[src/rtl/sm4_axis_pad_gen_if.sv]
`default_nettype none
// ============================================================================
// Module   : sm4_axis_pad_gen_if
// Purpose  : AXI-Stream bundle used on both sides of the SM4 block padder.
//            The master modport drives data/valid/last/user/keep and
//            receives ready; the slave modport is the mirror image.
// Signals  : tdata  [8*DATA_BYTES]  byte lane 0 = tdata[7:0] = first byte
//            tkeep  [DATA_BYTES]    byte enables
//            tvalid, tlast, tready  standard AXI-Stream handshake/framing
//            tuser  [USER_WIDTH]    sideband
// Revision : 1.0  initial release
// ============================================================================
interface sm4_axis_pad_gen_if #(
   parameter int DATA_BYTES = 1,
   parameter int USER_WIDTH = 8
);
   logic [8*DATA_BYTES-1:0] tdata;
   logic [DATA_BYTES-1:0]   tkeep;
   logic                    tvalid;
   logic                    tlast;
   logic [USER_WIDTH-1:0]   tuser;
   logic                    tready;

   modport master (output tdata, tkeep, tvalid, tlast, tuser, input  tready);
   modport slave  (input  tdata, tkeep, tvalid, tlast, tuser, output tready);
endinterface
`default_nettype wire

[src/rtl/sm4_axis_pad_gen.sv]
`default_nettype none
// ============================================================================
// Module   : sm4_axis_pad_gen
// Purpose  : AXI-Stream block padder in front of the SM4 core. Extends every
//            packet to a whole number of BLOCK_BYTES cipher blocks, emitting
//            only full beats with tlast on the final block beat. One output
//            register stage with full backpressure.
// Ports    : clk       clock
//            rst       synchronous reset, active high
//            pad_mode  0: zero pad, 1: PKCS#7 (sampled on first beat)
//            s_axis    slave stream  (tdata/tkeep/tvalid/tlast/tuser/tready)
//            m_axis    master stream (tkeep driven all-ones)
//            err       one-cycle pulse on an accepted malformed beat
// Config   : SM4_PAD_PKCS7_EN defined   -> pad_mode honoured
//            SM4_PAD_PKCS7_EN undefined -> zero padding only
// Revision : 1.0  initial release
// ============================================================================
module sm4_axis_pad_gen #(
   parameter int DATA_BYTES  = 1,
   parameter int BLOCK_BYTES = 16,
   parameter int USER_WIDTH  = 8
) (
   input  logic               clk,
   input  logic               rst,
   input  logic               pad_mode,
   sm4_axis_pad_gen_if.slave  s_axis,
   sm4_axis_pad_gen_if.master m_axis,
   output logic               err
);
   localparam int c_BEATS = BLOCK_BYTES / DATA_BYTES;
   localparam int c_CW    = (c_BEATS > 1) ? $clog2(c_BEATS) : 1;
   localparam logic [c_CW-1:0]       c_LAST_CNT = c_CW'(c_BEATS - 1);
   localparam logic [DATA_BYTES-1:0] c_KEEP_ALL = '1;

   localparam logic [0:0] c_ST_PASS = 1'b0;
   localparam logic [0:0] c_ST_PAD  = 1'b1;

   logic [0:0]              r_state, w_state_nxt;
   logic [c_CW-1:0]         r_beat_cnt;
   logic [8*DATA_BYTES-1:0] r_tdata, w_nxt_tdata;
   logic                    r_tvalid, r_tlast, w_nxt_tlast;
   logic [USER_WIDTH-1:0]   r_tuser, w_nxt_tuser;
   logic                    r_err;
   logic [7:0]              r_pad_byte;
   logic [USER_WIDTH-1:0]   r_pad_user;

   logic                    w_load, w_acc, w_fire, w_last_cnt;
   logic                    w_contig, w_viol, w_pkcs;
   logic [DATA_BYTES-1:0]   w_keep;
   logic [7:0]              w_pad_byte;

   assign w_load        = !r_tvalid || m_axis.tready;
   assign s_axis.tready = (r_state == c_ST_PASS) && w_load;
   assign w_acc         = s_axis.tvalid && s_axis.tready;
   assign w_last_cnt    = (r_beat_cnt == c_LAST_CNT);

   // A contiguous-from-lane-0 mask has the form 0..01..1, so adding one
   // carries through every set bit and leaves no overlap with the original.
   assign w_contig = ((s_axis.tkeep & (s_axis.tkeep + DATA_BYTES'(1))) == '0);
   assign w_viol   = (s_axis.tkeep == '0) || !w_contig ||
                     (!s_axis.tlast && (s_axis.tkeep != c_KEEP_ALL));
   assign w_keep   = w_viol ? c_KEEP_ALL : s_axis.tkeep;

`ifdef SM4_PAD_PKCS7_EN
   logic        r_mode, r_in_pkt;
   logic [7:0]  w_n;
   logic [15:0] w_off;
   logic [7:0]  w_rem;

   always_comb begin
      w_n = '0;
      for (int i = 0; i < DATA_BYTES; i++) begin
         w_n = w_n + 8'(w_keep[i]);
      end
      w_off = 16'(r_beat_cnt) * 16'(DATA_BYTES) + 16'(w_n);
      // off never exceeds BLOCK_BYTES, so the modulo reduces to one compare
      w_rem = (w_off >= 16'(BLOCK_BYTES)) ? 8'd0 : 8'(16'(BLOCK_BYTES) - w_off);
   end

   // mode of the current packet: live input on its first beat, latched after
   assign w_pkcs     = r_in_pkt ? r_mode : pad_mode;
   assign w_pad_byte = w_pkcs ? ((w_rem == 8'd0) ? 8'(BLOCK_BYTES) : w_rem) : 8'h00;

   always_ff @(posedge clk) begin
      if (rst) begin
         r_mode   <= 1'b0;
         r_in_pkt <= 1'b0;
      end else if (w_acc) begin
         if (!r_in_pkt) r_mode <= pad_mode;
         r_in_pkt <= !s_axis.tlast;
      end
   end
`else
   logic w_unused_mode;
   assign w_unused_mode = pad_mode;
   assign w_pkcs        = 1'b0;
   assign w_pad_byte    = 8'h00;
`endif

   // next-state logic
   always_comb begin
      w_state_nxt = r_state;
      case (r_state)
         c_ST_PASS: begin
            if (w_acc && s_axis.tlast && (w_pkcs || !w_last_cnt)) w_state_nxt = c_ST_PAD;
         end
         c_ST_PAD: begin
            if (w_load && w_last_cnt) w_state_nxt = c_ST_PASS;
         end
         default: w_state_nxt = c_ST_PASS;
      endcase
   end

   // output-register next values
   always_comb begin
      w_fire      = 1'b0;
      w_nxt_tdata = r_tdata;
      w_nxt_tlast = r_tlast;
      w_nxt_tuser = r_tuser;
      case (r_state)
         c_ST_PASS: begin
            if (w_acc) begin
               w_fire = 1'b1;
               for (int i = 0; i < DATA_BYTES; i++) begin
                  w_nxt_tdata[8*i +: 8] = (s_axis.tlast && !w_keep[i]) ? w_pad_byte
                                                                        : s_axis.tdata[8*i +: 8];
               end
               w_nxt_tlast = s_axis.tlast && !w_pkcs && w_last_cnt;
               w_nxt_tuser = s_axis.tuser;
            end
         end
         c_ST_PAD: begin
            if (w_load) begin
               w_fire      = 1'b1;
               w_nxt_tdata = {DATA_BYTES{r_pad_byte}};
               w_nxt_tlast = w_last_cnt;
               w_nxt_tuser = r_pad_user;
            end
         end
         default: ;
      endcase
   end

   // state and datapath registers
   always_ff @(posedge clk) begin
      if (rst) begin
         r_state    <= c_ST_PASS;
         r_beat_cnt <= '0;
         r_tdata    <= '0;
         r_tvalid   <= 1'b0;
         r_tlast    <= 1'b0;
         r_tuser    <= '0;
         r_err      <= 1'b0;
         r_pad_byte <= 8'h00;
         r_pad_user <= '0;
      end else begin
         r_state <= w_state_nxt;
         r_err   <= w_acc && w_viol;
         if (w_load) begin
            r_tvalid <= w_fire;
            r_tdata  <= w_nxt_tdata;
            r_tlast  <= w_nxt_tlast;
            r_tuser  <= w_nxt_tuser;
         end
         if (w_fire) begin
            r_beat_cnt <= (w_nxt_tlast || w_last_cnt) ? '0 : r_beat_cnt + 1'b1;
         end
         if (w_acc && s_axis.tlast) begin
            r_pad_byte <= w_pad_byte;
            r_pad_user <= s_axis.tuser;
         end
      end
   end

   assign m_axis.tdata  = r_tdata;
   assign m_axis.tkeep  = c_KEEP_ALL;
   assign m_axis.tvalid = r_tvalid;
   assign m_axis.tlast  = r_tlast;
   assign m_axis.tuser  = r_tuser;
   assign err           = r_err;

endmodule
`default_nettype wire

[src/flat_wrapper.sv]
// flat-port wrapper written by rule: the top's interface ports become plain ports
module sm4_axis_pad_gen_flat 
#(
   parameter int DATA_BYTES  = 1,
   parameter int BLOCK_BYTES = 16,
   parameter int USER_WIDTH  = 8
)
  (clk, rst, pad_mode, err, s_axis_tdata, s_axis_tkeep, s_axis_tvalid, s_axis_tlast, s_axis_tuser, s_axis_tready, m_axis_tdata, m_axis_tkeep, m_axis_tvalid, m_axis_tlast, m_axis_tuser, m_axis_tready);
  sm4_axis_pad_gen_if #(.DATA_BYTES(DATA_BYTES), .USER_WIDTH(USER_WIDTH)) s_axis_i ();
  sm4_axis_pad_gen_if #(.DATA_BYTES(DATA_BYTES), .USER_WIDTH(USER_WIDTH)) m_axis_i ();
  input  logic clk;
  input  logic rst;
  input  logic pad_mode;
  output logic err;
  input wire logic [$bits(s_axis_i.tdata)-1:0] s_axis_tdata;
  input wire logic [$bits(s_axis_i.tkeep)-1:0] s_axis_tkeep;
  input wire logic [$bits(s_axis_i.tvalid)-1:0] s_axis_tvalid;
  input wire logic [$bits(s_axis_i.tlast)-1:0] s_axis_tlast;
  input wire logic [$bits(s_axis_i.tuser)-1:0] s_axis_tuser;
  output wire logic [$bits(s_axis_i.tready)-1:0] s_axis_tready;
  output wire logic [$bits(m_axis_i.tdata)-1:0] m_axis_tdata;
  output wire logic [$bits(m_axis_i.tkeep)-1:0] m_axis_tkeep;
  output wire logic [$bits(m_axis_i.tvalid)-1:0] m_axis_tvalid;
  output wire logic [$bits(m_axis_i.tlast)-1:0] m_axis_tlast;
  output wire logic [$bits(m_axis_i.tuser)-1:0] m_axis_tuser;
  input wire logic [$bits(m_axis_i.tready)-1:0] m_axis_tready;
  assign s_axis_i.tdata = s_axis_tdata;
  assign s_axis_i.tkeep = s_axis_tkeep;
  assign s_axis_i.tvalid = s_axis_tvalid;
  assign s_axis_i.tlast = s_axis_tlast;
  assign s_axis_i.tuser = s_axis_tuser;
  assign s_axis_tready = s_axis_i.tready;
  assign m_axis_tdata = m_axis_i.tdata;
  assign m_axis_tkeep = m_axis_i.tkeep;
  assign m_axis_tvalid = m_axis_i.tvalid;
  assign m_axis_tlast = m_axis_i.tlast;
  assign m_axis_tuser = m_axis_i.tuser;
  assign m_axis_i.tready = m_axis_tready;
  sm4_axis_pad_gen #(.DATA_BYTES(DATA_BYTES), .BLOCK_BYTES(BLOCK_BYTES), .USER_WIDTH(USER_WIDTH)) u_core (.clk(clk), .rst(rst), .pad_mode(pad_mode), .s_axis(s_axis_i), .m_axis(m_axis_i), .err(err));
endmodule
[config.mk]
export PLATFORM = sky130hd
export DESIGN_NAME = sm4_axis_pad_gen_flat
export DESIGN_NICKNAME = d
export VERILOG_FILES = /design/src/rtl/sm4_axis_pad_gen_if.sv /design/src/rtl/sm4_axis_pad_gen.sv /design/src/flat_wrapper.sv
export SDC_FILE = /design/constraint.sdc
export NUM_CORES = 1
export LEC_CHECK = 0
export ABC_AREA = 1
export CAP_MARGIN = 20
export CORE_MARGIN = 2
export CORE_UTILIZATION = 32
export DETAILED_ROUTE_END_ITERATION = 6
export GPL_ROUTABILITY_DRIVEN = 0
export PLACE_DENSITY_LB_ADDON = 0.3
export SKIP_LAST_GASP = 1
export SYNTH_ARGS = -nofsm -noshare
export SYNTH_HDL_FRONTEND = slang
export SYNTH_SLANG_ARGS = --single-unit
[constraint.sdc]
create_clock -name clk -period 0.96 [get_ports clk]
set_input_delay 0.096 -clock clk [delete_from_list [all_inputs] [get_ports clk]]
set_output_delay 0.096 -clock clk [all_outputs]
set_load 0.02 [all_outputs]
Yosys cells after proc, flatten, opt, wreduce, memory -nomap -nowiden
Index checks and enable logic that the tools add are counted.

Register bits: 32. Input port bits: 23. Output and inout port bits: 21. Logic and storage cells: 49.

Add/sub/neg operators: 2. Eq/ne operators: 2. Multiplexer cells: 16. Bitwise logic cells: 3. Reduce and logical (&&, ||, !) cells: 18.

Operators by type and width (number): 8-bit one-hot mux with 2 select lines (2); 8-bit two-way mux (3); 1-bit logical AND (9); 1-bit two-way mux (7); 1-bit one-hot mux with 2 select lines (3); 4-bit by 1-bit adder with 4-bit output, second input constant (1); 4-bit equality test, second input constant (1); 1-bit logical NOT (4); 1-bit logical OR (4); 4-bit two-way mux (1); 2-bit by 1-bit != test with 1-bit output, second input constant (1); 1-bit NOT (2); 2-bit AND reduction (1); 1-bit adder, second input constant (1); 1-bit bitwise AND (1).

Logic depth before layout (Yosys ltp)
Gate-level depths: netlist (run 1).

Word-level depth: 10. Gate-level depth with buffers: 8. Depth with buffers taken out: 8.

Worst setup path before layout (run 1)
OpenSTA, ideal clock, no wires.

Kind: flip-flop to flip-flop. From: register u_core.r_tvalid, in the netlist u_core.m_axis.tvalid. To: register u_core.r_beat_cnt[1]. Setup time: 0.070 ns. Arrival time: 1.070 ns. Data required time: 0.890 ns. Slack: -0.179 ns. Stages on the path, launching flop included: 6. Buffers on the path: 1. Path through: dfxtp_1 -> nand2_2 -> nand2_2 -> buf_2 -> nand2_1 -> a21oi_1.

Word-level cells in the longest chain between the ends: 8. Elaborated cells on any way between the ends: 12. Those cells by class: 7 x mux; 5 x reduce/logical.

RTL lines: from (decl) (RTL line sm4_axis_pad_gen.sv:41) `logic r_tvalid, r_tlast, w_nxt_tlast;`; from (signal assigned) (RTL line sm4_axis_pad_gen.sv:160) `r_tvalid <= w_fire;`; 1-bit logical NOT (*) (RTL line sm4_axis_pad_gen.sv:52) `assign w_load = !r_tvalid || m_axis.tready;`; 1-bit logical OR (*) (RTL line sm4_axis_pad_gen.sv:52); 1-bit logical AND (RTL line sm4_axis_pad_gen.sv:53) `assign s_axis.tready = (r_state == c_ST_PASS) && w_load;`; 1-bit logical AND (RTL line sm4_axis_pad_gen.sv:54) `assign w_acc = s_axis.tvalid && s_axis.tready;`; 1-bit two-way mux (RTL line sm4_axis_pad_gen.sv:122) `if (w_acc) begin`; 1-bit one-hot mux with 2 select lines (RTL line sm4_axis_pad_gen.sv:120) `case (r_state)`; 1-bit logical OR (RTL line sm4_axis_pad_gen.sv:166) `r_beat_cnt <= (w_nxt_tlast || w_last_cnt) ? '0 : r_beat_cnt + 1'b1;`; 4-bit two-way mux (RTL line sm4_axis_pad_gen.sv:166); to (signal assigned) (RTL line sm4_axis_pad_gen.sv:166); to (decl) (RTL line sm4_axis_pad_gen.sv:39) `logic [c_CW-1:0] r_beat_cnt;`.

Mark *: on every way between the ends. The rest lies on a longest branch, timed or not. A chain may end at the register's enable or synchronous reset.

Worst setup path in the final report (run 1)
From: input port m_axis_tready. To: register u_core.r_tdata[7], in the netlist u_core.m_axis.tdata[7].

Word-level cells in the longest chain between the ends: 5.

RTL lines: from (decl) (RTL line flat_wrapper.sv:26) `input wire logic [$bits(m_axis_i.tready)-1:0] m_axis_tready;`; 1-bit logical OR (*) (RTL line sm4_axis_pad_gen.sv:52); 1-bit logical AND (RTL line sm4_axis_pad_gen.sv:53); 1-bit logical AND (RTL line sm4_axis_pad_gen.sv:54); 2-bit by 1-bit != test with 1-bit output (no source line); 2-bit AND reduction (no source line) (*); to (signal assigned) (RTL line sm4_axis_pad_gen.sv:161) `r_tdata <= w_nxt_tdata;`; to (decl) (RTL line sm4_axis_pad_gen.sv:40) `logic [8*DATA_BYTES-1:0] r_tdata, w_nxt_tdata;`.

Marks and branches as above.

==> flow_metrics.py, run 1 <==
metrics = {
    "power": {
        "powerDensity_mw_per_mm2": 1460,
        "leakage_power_total_nw": 0.986,
        "peakVddDrop_uv": 692,
    },
    "timing": {
        "fin_worst_hold_slack_ns": 0.346,
        "finalHoldViolations": 0,
        "max_freq_ghz": 0.926,
        "post_route_clock_skew_ns": 0.00293,
        "fin_ws_ns": -0.120,
        "grt_setup_unrepaired": "true",
        "period_minus_slack_ns": 1.08,
        "finish_stage_setup_viols": 34,
        "finalMaxSlewViolations": 0,
        "timing.final.crit_share": 1.13,
    },
    "setup_path": {
        "r2r_cells": 6,
        "worstReg2RegEnd": "u_core.m_axis.tdata[7]",
        "critical_path.reg2reg.startpoint": "u_core.m_axis.tvalid",
        "critPathSlowestCell": "clkdlybuf4s50_1",
        "worstPathArrival_ns": 1.30,
        "crit_chain": "clkdlybuf4s50_1 > inv_2 > nand2_8 > nand3_4 > nor2_4 > nand2_1 > nand2_1",
        "startpoint_type_of_the_worst_setup_path": "primary input",
        "worst-r2r-setup-slack_ns": -0.12,
        "path_common_cell": "nand2_1",
        "element_type_at_the_critical_path_end": "flip-flop",
        "crit_required_ns": 1.18,
        "worstSetupPathType": "in -> reg",
        "timing.critical_path.slowest_cell_delay_ns": 0.55,
        "cp_max_fo": 8,
    },
    "logic_synthesis": {
        "synthMostInstantiatedCell": "nand2_1",
        "syn_nets": 212,
        "yosys_warnings": 0,
        "netlist-cell-type-count": 23,
        "synthesis.instances": 188,
        "synth_ff_type": "dfxtp_1",
        "synth-edff-count": 0,
        "syn_avg_cell_area_um2": 7.17,
        "netlist_top_cells_count": "nand2_1 (69), dfxtp_1 (32), nor2_1 (23)",
        "synth-seq-cells": 32,
        "synth-seq-area-share": 0.475,
        "synth.cell_area_mm2": 0.00135,
        "post_synth_main_area_contributors": "dfxtp_1 (48%), nand2_1 (19%), nor2_1 (6.4%), a21oi_1 (4.8%), nand3_1 (4.1%)",
        "synth-async-reset-ratio": 0,
        "netlist.area_leader.share": 0.475,
        "synth_top_area_cell": "dfxtp_1",
    },
    "floorplanning": {
        "dieHeight_um": 68.9,
        "core_mm2": 0.00403,
        "die_w_um": 68.9,
        "effective_utilization_at_floorplan": 0.334,
        "top_level_ports": 44,
        "die-area_mm2": 0.00475,
        "fp-row-count": 23,
    },
    "global_routing": {
        "antenna_found_initial": 0,
        "global_route_congestion_overflow_total": 0,
        "grt_pass1_wl_um": 5240,
        "grt_max_degree": 10,
        "first_global_vias": 1178,
        "globalRouteTotalUtil": 0.152,
    },
    "worst_hold_path": {
        "holdPathStages": 3,
        "hold_class": "in -> reg",
        "hold_start": "s_axis_tdata[0]",
        "hold_end": "u_core.m_axis.tdata[0]",
    },
    "routing": {
        "routedWlPerCell_um": 11.0,
        "viasPerCell": 4.54,
        "detail_route.drc_violations": 0,
        "route.antenna.remaining_nets": 0,
        "via_count": 1379,
        "detail_route.wirelength_um": 3360,
        "detailedRoute.firstPassIterationCount": 4,
        "detail_route.iter0.violations": 52,
    },
    "run_status": {
        "violations_in_the_final_reports": "setup timing",
        "status": "complete, but fails checks",
    },
    "cells_and_area": {
        "area.growth.synth_to_final_pct": 67.9,
        "final_net_count": 278,
        "layout_cell_share_with_drive_strength_beyond_1": 0.441,
        "diodes": 0,
    },
    "place": {
        "hpwlAfterDp_um": 2340,
        "io_buffers": 41,
        "place_worst_setup_slack_ns": -0.492,
    },
    "clock_tree": {
        "clockBufferDepth": 2,
        "cts_buffers": 5,
        "worstSkewPairLatency_ns": 0.28,
        "clock_root_buffer": "clkbuf_8",
        "clk_transition_reported_paths_ns": 0.06,
        "tritoncts_clock_tree": "done",
        "cts_sinks": 32,
        "cts-htree-levels": 2,
    },
    "job": {
        "max_cap_violations": 0,
    },
}
[critical path: cells and delay by family]
| family | cells | cell delay (ns) |
|---|---|---|
| buffers and inverters | 2 | 0.64 |
| AND/OR/NAND/NOR | 5 | 0.58 |
[placed cells by master (no fill, tap or decap), drive strengths merged]
cell type and n:
a21oi 13, buf 46, clkbuf 6, clkdlybuf4s50 21, clkinv 2, conb 1
dfxtp 32, ha 1, inv 9, nand2 71, nand3 12, nand4 2
nor2 24, nor3 1, o21ai 11, or2 2
[cells by family (layout without fill, tap and decap cells)]
logic type / Yosys count / in the layout / share of synthesized area
compound gates: 24 / 24 / 0.0891
fa+ha+maj: 1 / 1 / 0.00928
buf+inv: 18 / 84 / 0.0678
flops: 32 / 32 / 0.475
other cells: 1 / 1 / 0.00278
simple gates: 112 / 112 / 0.356
[flip-flops by register name, indices dropped and copies added, names as in the netlist]
signal,flops
u_core.m_axis.tdata,8
u_core.m_axis.tuser,8
u_core.r_pad_user,8
u_core.r_beat_cnt,4
u_core.err,1
u_core.m_axis.tlast,1
u_core.m_axis.tvalid,1
u_core.r_state,1
[stage by stage]
stage          area, um2  TNS, ns   util  power [mW]  std cells
2_1_floorplan       1410   -0.117      -        1.88        188
3_3_place_gp        2030   -12.62  0.504        2.26        294
3_5_place_dp        2030   -12.64  0.504        2.26        294
4_1_cts             2140    -2.52  0.531        3.26        301
5_1_grt             2260    -4.30  0.561        3.49        304
6_report            2260    -2.78  0.561        3.31        304
[repair_timing]
item,4_1_cts,5_1_grt
pin swaps,11,17
hold buffers,0,0
buffers inserted,0,3
endpoints found under the setup margin,52,39
gates resized for setup,121,35
[how the worst max path moves through the flow]
stage                                     from                      to  depth (start not counted)
final                            m_axis_tready  u_core.m_axis.tdata[7]                          7
after global routing      u_core.m_axis.tvalid           s_axis_tready                          4
after CTS                 u_core.m_axis.tvalid           s_axis_tready                          4
after detailed placement         m_axis_tready           s_axis_tready                          4
after global placement           m_axis_tready           s_axis_tready                          4
after floorplan           u_core.m_axis.tvalid  u_core.m_axis.tuser[0]                          5
[report_power, final]
group,total (mW),internal [mW],switching [mW]
registers,1.50,1.43,0.0700
clock network,0.961,0.492,0.469
logic,0.852,0.409,0.443
total,3.31,2.33,0.982
[routing by layer]
metal,wire (um),up-vias,GRT usage
met1,1520,619,0.192
met5,0,-,0
met2,1600,26,0.232
met4,68,0,0.0735
li1,-,726,-
met3,165,8,0.0503
[final cells by class]
type                       instances  area (um2)
timing repair buffer              67         576
multi-input combinational        138         845
sequential                        32         652
inverter                          10        50.0
tap                               50        62.6
clock inverter                     1        5.00
fill                             371        1770
clock buffer                       6        72.6
(Power assumes the default switching activity.)
==> run 2: changes to the inputs <==
--- a/config.mk
+++ b/config.mk
@@ -5,7 +5,6 @@
 export SDC_FILE = /design/constraint.sdc
 export NUM_CORES = 1
 export LEC_CHECK = 0
-export ABC_AREA = 1
 export CAP_MARGIN = 20
 export CORE_MARGIN = 2
 export CORE_UTILIZATION = 32
==> run 2 against run 1 <==
Compared with the run above: the run still ends with setup timing left; non-clock buffer count increased by 12; setup slack got worse by 0.26 ns; synthesized cell count decreased by 26%; flip-flop and latch count unchanged; clock skew increased by 0.0013 ns; first-iteration DRC count decreased by 52%; critical path type unchanged.
==> flow_metrics.py, run 2 <==
metrics = {
    "run_status": {
        "status": "complete, but fails checks",
        "violations_in_the_final_reports": "setup timing",
    },
    "setup_path": {
        "crit_family": "buffers and inverters",
        "critPathSlowestCell": "clkdlybuf4s50_1",
        "cp_max_fo": 5,
        "worstSetupPathType": "in -> reg",
        "element_type_at_the_critical_path_end": "flip-flop",
        "critical_path_buf_inv_count": 3,
        "crit_chain": "clkdlybuf4s50_1 > inv_2 > nor4b_4 > buf_6 > mux2i_1",
        "crit_required_ns": 1.18,
        "timing.critical_path.slowest_cell_delay_ns": 0.60,
        "startpoint_type_of_the_worst_setup_path": "primary input",
        "worstPathArrival_ns": 1.56,
    },
    "logic_synthesis": {
        "netlist-cell-type-count": 39,
        "yosys.area_share.xor_xnor": 0,
        "synth.cell_area_mm2": 0.00140,
        "netlist.area_leader.share": 0.459,
        "synth_ff_type": "dfxtp_1",
        "netlist_top_cells_count": "dfxtp_1 (32), nand2_1 (18), mux2i_1 (16)",
        "synthesis.instances": 140,
        "share_of_the_synthesized_area_in_compound_gates_ao_oa_aoi_oai": 0.196,
        "combinational_family_with_the_most_area_after_synthesis": "compound AO/OA/AOI/OAI gates",
        "synth-edff-count": 0,
        "mux_share_of_post_synthesis_cell_area": 0.115,
        "synth-async-reset-ratio": 0,
        "synth_top_area_cell": "dfxtp_1",
        "post_synthesis_adder_cell_area_fraction": 0.00896,
        "yosys_warnings": 0,
        "synthMostInstantiatedCell": "dfxtp_1",
        "post_synth_main_area_contributors": "dfxtp_1 (46%), mux2i_1 (11%), a22o_1 (5.0%), nand2_1 (4.8%), a21oi_1 (4.3%)",
        "synth-seq-cells": 32,
        "syn_nets": 164,
        "yosys.area_share.simple": 0.152,
        "syn_avg_cell_area_um2": 9.97,
        "synth-seq-area-share": 0.459,
    },
    "floorplanning": {
        "die-area_mm2": 0.00491,
        "die_w_um": 70.1,
        "top_level_ports": 44,
        "core_mm2": 0.00426,
        "fp-row-count": 24,
        "effective_utilization_at_floorplan": 0.327,
        "dieHeight_um": 70.1,
    },
    "power": {
        "peakVddDrop_uv": 924,
        "net-switching-power_mw": 0.997,
        "internal_power_mw": 2.48,
        "leakage_power_total_nw": 0.961,
        "swShare": 0.286,
        "power.sequential.fraction": 0.429,
        "p_clk_frac": 0.310,
        "proportion_of_power_drawn_by_combinational_gates": 0.261,
        "powerDensity_mw_per_mm2": 1500,
    },
    "clock_tree": {
        "cts_sinks": 32,
        "cts-htree-levels": 2,
        "worstSkewPairLatency_ns": 0.29,
        "clock_root_buffer": "clkbuf_8",
        "clk_transition_reported_paths_ns": 0.07,
        "hold_buf_cts": 0,
        "cts_buffers": 5,
        "clockBufferDepth": 2,
        "tritoncts_clock_tree": "done",
    },
    "routing": {
        "detail_route.drc_violations": 0,
        "via_count": 1384,
        "routedWlPerCell_um": 15.7,
        "detailedRoute.firstPassIterationCount": 4,
        "detail_route.wirelength_um": 4220,
        "detail_route.iter0.violations": 25,
        "route.antenna.remaining_nets": 0,
        "viasPerCell": 5.14,
    },
    "timing": {
        "totalNegativeSetupSlack_ns": -10.30,
        "post_route_clock_skew_ns": 0.00423,
        "finalMaxSlewViolations": 0,
        "period_minus_slack_ns": 1.34,
        "max_freq_ghz": 0.748,
        "grt_setup_unrepaired": "true",
        "timing.final.crit_share": 1.39,
        "finish_stage_setup_viols": 33,
        "finalHoldViolations": 0,
        "fin_ws_ns": -0.376,
    },
    "cells_and_area": {
        "layout_commonest_cell": "buf_4",
        "layout_cell_share_with_drive_strength_beyond_1": 0.461,
        "final_cell_mix": "buf_4 (28), dfxtp_1 (27), clkdlybuf4s50_1 (21), nand2_1 (18)",
        "diodes": 0,
        "area.growth.synth_to_final_pct": 66.6,
        "final_net_count": 240,
    },
    "global_routing": {
        "grt_max_degree": 19,
        "globalRouteTotalUtil": 0.176,
        "global_route_congestion_overflow_total": 0,
        "antenna_found_initial": 0,
        "first_global_vias": 1430,
        "grt_pass1_wl_um": 6760,
    },
    "worst_hold_path": {
        "hold_class": "in -> reg",
    },
    "place": {
        "hpwlAfterDp_um": 2810,
        "place_worst_setup_slack_ns": -0.657,
        "io_buffers": 41,
    },
    "job": {
        "max_cap_violations": 0,
    },
}
## run 2: worst register-to-register path, cell delays in order (launching register included)
cell     delay (ns)
dfxtp_4        0.35
nor2b_4        0.12
buf_6          0.13
nor4b_4        0.28
buf_6          0.20
mux2i_1        0.19
## run 2: path summary, 6_finish.rpt
check | from | endpoint | slack, ns | cells past startpoint
max reg2reg | u_core.m_axis.tvalid | u_core.r_pad_user[2] | -0.37 | 5
min | s_axis_tuser[3] | u_core.r_pad_user[3] | 0.39 | 3
max | s_axis_tvalid | u_core.r_pad_user[2] | -0.38 | 5
min reg2reg | u_core.r_pad_user[4] | u_core.r_pad_user[4] | 0.46 | 2
## run 2: area by class of cell
class,count,area [um2]
fillers,375,1940
multi-input cells,95,828
repair buffers,79,682
flip-flops and latches,32,649
clock buffers,8,90.1
well taps,52,65.1
inverters,3,11.3
## run 2: routing by layer
metal,up-vias,routed length [um],GRT usage
li1,659,-,-
met1,648,1710,0.201
met2,63,2100,0.303
met3,14,295,0.0635
met4,0,119,0.0598
met5,-,0,0
## run 2: metrics by stage
step / hold WS [ns] / utilization / std cells / power [mW] / area, um2
final: 0.389 / 0.545 / 269 / 3.48 / 2330
after global routing: 0.401 / 0.545 / 269 / 3.65 / 2330
after CTS: 0.391 / 0.523 / 266 / 3.42 / 2230
after detailed placement: 0.455 / 0.481 / 250 / 2.30 / 2050
after global placement: 0.442 / 0.481 / 250 / 2.27 / 2050
after floorplan: 0.168 / - / 140 / 1.90 / 1430
## run 2: cells by family (layout without fill, tap and decap cells)
group,after synthesis,count (layout)
mux,16,16
fa+ha+maj,1,1
flops,32,32
other cells,1,1
simple gates,38,38
buf+inv,13,90
compound gates,39,39
## run 2: repair_timing
item	in CTS	in global routing
gates cloned	2	0
gates resized for setup	111	19
setup endpoints to repair	51	36
pin swaps	22	14
setup buffers	6	3
## run 2: power groups by stage
stage / Combinational [mW] / Clock (mW) / Sequential [mW]
6_report: 0.910 / 1.08 / 1.49
5_1_grt: 0.974 / 1.17 / 1.51
4_1_cts: 0.831 / 1.10 / 1.49
3_5_place_dp: 0.779 / 0 / 1.52
3_3_place_gp: 0.759 / 0 / 1.51
2_1_floorplan: 0.315 / 0 / 1.59
==> run 3: changes to the inputs <==
--- a/config.mk
+++ b/config.mk
@@ -8,6 +8,7 @@
 export CAP_MARGIN = 20
 export CORE_MARGIN = 2
 export CORE_UTILIZATION = 32
+export CTS_CLUSTER_SIZE = 20
 export DETAILED_ROUTE_END_ITERATION = 6
 export GPL_ROUTABILITY_DRIVEN = 0
 export PLACE_DENSITY_LB_ADDON = 0.3
@@ -15,3 +16,4 @@
 export SYNTH_ARGS = -nofsm -noshare
 export SYNTH_HDL_FRONTEND = slang
 export SYNTH_SLANG_ARGS = --single-unit
+export TNS_END_PERCENT = 1
==> run 3 against run 2 <==
Compared with the run above: the flow still finishes with violations (setup timing); wire length shrank 13%; via count fell by 3.4%; clock skew grew 0.00081 ns; worst hold slack got worse by 0.0029 ns; first-iteration DRC count fell by 16%; die area stayed put; critical path depth unchanged; setup slack better by 0.0043 ns; clock power down 8%.
==> flow_metrics.py, run 3 (synthesis gave the netlist of run 2 again) <==
metrics = {
    "timing": {
        "fin_worst_hold_slack_ns": 0.386,
        "finalHoldViolations": 0,
        "post_route_clock_skew_ns": 0.00505,
        "totalNegativeSetupSlack_ns": -15.16,
        "finish_stage_setup_viols": 51,
        "finalMaxSlewViolations": 0,
        "grt_setup_unrepaired": "true",
        "timing.final.crit_share": 1.39,
        "period_minus_slack_ns": 1.33,
        "max_freq_ghz": 0.751,
        "fin_ws_ns": -0.372,
    },
    "global_routing": {
        "global_route_congestion_overflow_total": 0,
        "grt_pass1_wl_um": 6350,
        "first_global_vias": 1441,
        "globalRouteTotalUtil": 0.162,
        "grt_max_degree": 14,
        "antenna_found_initial": 0,
    },
    "setup_path": {
        "crit_required_ns": 1.17,
        "crit_chain": "nor2b_4 > buf_4 > nor4b_4 > buf_6 > mux2i_1",
        "worst-r2r-setup-slack_ns": -0.37,
        "startpoint_type_of_the_worst_setup_path": "flip-flop",
        "worstPathArrival_ns": 1.54,
        "timing.critical_path.slowest_cell_delay_ns": 0.35,
        "critPathSlowestCell": "dfxtp_4",
        "element_type_at_the_critical_path_end": "flip-flop",
        "cp_max_fo": 5,
        "worstSetupPathType": "reg -> reg",
    },
    "routing": {
        "viasPerCell": 4.99,
        "met3_wirelength_um": 230,
        "met2_wirelength_um": 1900,
        "detailedRoute.firstPassIterationCount": 4,
        "via_count": 1337,
        "detail_route.wirelength_um": 3670,
        "detail_route.drc_violations": 0,
        "route.antenna.remaining_nets": 0,
        "highest_routed_layer": "met4",
        "detail_route.iter0.violations": 21,
        "routedWlPerCell_um": 13.7,
        "m1_wire_length_um": 1470,
    },
    "power": {
        "power.sequential.fraction": 0.453,
        "peakVddDrop_uv": 972,
        "leakage_power_total_nw": 0.886,
        "net-switching-power_mw": 0.903,
        "p_clk_frac": 0.301,
        "swShare": 0.275,
        "internal_power_mw": 2.38,
        "powerDensity_mw_per_mm2": 1500,
        "proportion_of_power_drawn_by_combinational_gates": 0.246,
    },
    "floorplanning": {
        "core_mm2": 0.00426,
        "effective_utilization_at_floorplan": 0.327,
        "die-area_mm2": 0.00491,
        "dieHeight_um": 70.1,
        "top_level_ports": 44,
        "die_w_um": 70.1,
        "fp-row-count": 24,
    },
    "job": {
        "max_cap_violations": 0,
    },
    "run_status": {
        "violations_in_the_final_reports": "setup timing",
        "status": "complete, but fails checks",
    },
    "place": {
        "placed_area_mm2": 0.00209,
        "place_worst_setup_slack_ns": -0.643,
        "hpwlAfterDp_um": 2770,
        "io_buffers": 41,
        "post-place-cells": 259,
    },
    "cells_and_area": {
        "final_cell_mix": "clkdlybuf4s50_1 (37), buf_4 (36), dfxtp_1 (29), nand2_1 (18), mux2i_1 (16)",
        "area.growth.synth_to_final_pct": 56.6,
        "stdcell_area_mm2": 0.00219,
        "diodes": 0,
        "final_net_count": 239,
        "layout_cell_share_with_drive_strength_beyond_1": 0.250,
        "layoutNonFillerInstCount": 268,
        "layout_commonest_cell": "clkdlybuf4s50_1",
    },
    "clock_tree": {
        "worstSkewPairLatency_ns": 0.28,
        "postCtsSetupRepairBufs": 0,
        "clk_transition_reported_paths_ns": 0.06,
        "clockBufferDepth": 2,
        "cts-htree-levels": 2,
        "clock_root_buffer": "clkbuf_8",
        "cts_buffers": 5,
        "cts_sinks": 32,
        "tritoncts_clock_tree": "done",
    },
    "worst_hold_path": {
        "hold_class": "in -> reg",
    },
}
[run 3: cell types whose count changed in the layout (fill, tap and decap cells not counted), sizes merged]
cell / change
clkinv: +1
buf: -20
dlygate4sd2: +2
clkdlybuf4s15: +1
clkdlybuf4s50: +16
clkbuf: -1
[run 3: final cells by class]
type / instances / area (um2)
tap: 52 / 65.1
fill: 397 / 2080
timing repair buffer: 78 / 689
sequential: 32 / 647
inverter: 3 / 11.3
clock buffer: 7 / 76.3
clock inverter: 1 / 5.00
multi-input combinational: 95 / 693
[run 3: power by group through the flow]
stage / Combinational (mW) / Clock (mW) / Sequential [mW]
2_1_floorplan: 0.306 / 0 / 1.59
3_3_place_gp: 0.783 / 0 / 1.51
3_5_place_dp: 0.803 / 0 / 1.51
4_1_cts: 0.808 / 1.03 / 1.49
5_1_grt: 0.868 / 1.08 / 1.50
6_report: 0.805 / 0.989 / 1.49
[run 3: layer usage]
layer | track usage | vias up
met5 | 0 | -
met4 | 0.0662 | 0
met3 | 0.0433 | 10
met2 | 0.301 | 43
met1 | 0.173 | 628
li1 | - | 656
[run 3: critical path, delay by kind of cell (launching register included)]
| kind | cells | cell delay (ns) |
|---|---|---|
| mux | 1 | 0.20 |
| flops | 1 | 0.35 |
| buf+inv | 2 | 0.33 |
| simple gates | 2 | 0.38 |
[run 3: stage by stage]
step                utilization  total power, mW
floorplan                     -             1.89
global placement          0.489             2.29
detailed placement        0.489             2.32
CTS                       0.512             3.32
global route              0.513             3.45
finish                    0.513             3.28
[run 3: what timing repair did]
item,4_1_cts,5_1_grt
hold buffers,0,0
resized for setup,9,2
setup endpoints to repair,51,51
gates cloned,1,0
[run 3: path summary, 6_finish.rpt]
| check | start | endpoint | cells past startpoint |
|---|---|---|---|
| setup / recovery | u_core.m_axis.tvalid | u_core.r_pad_user[7] | 5 |
| hold reg to reg | u_core.r_pad_user[3] | u_core.r_pad_user[3] | 2 |
| hold / removal | s_axis_tkeep | u_core.err | 2 |
| setup reg to reg | u_core.m_axis.tvalid | u_core.r_pad_user[7] | 5 |
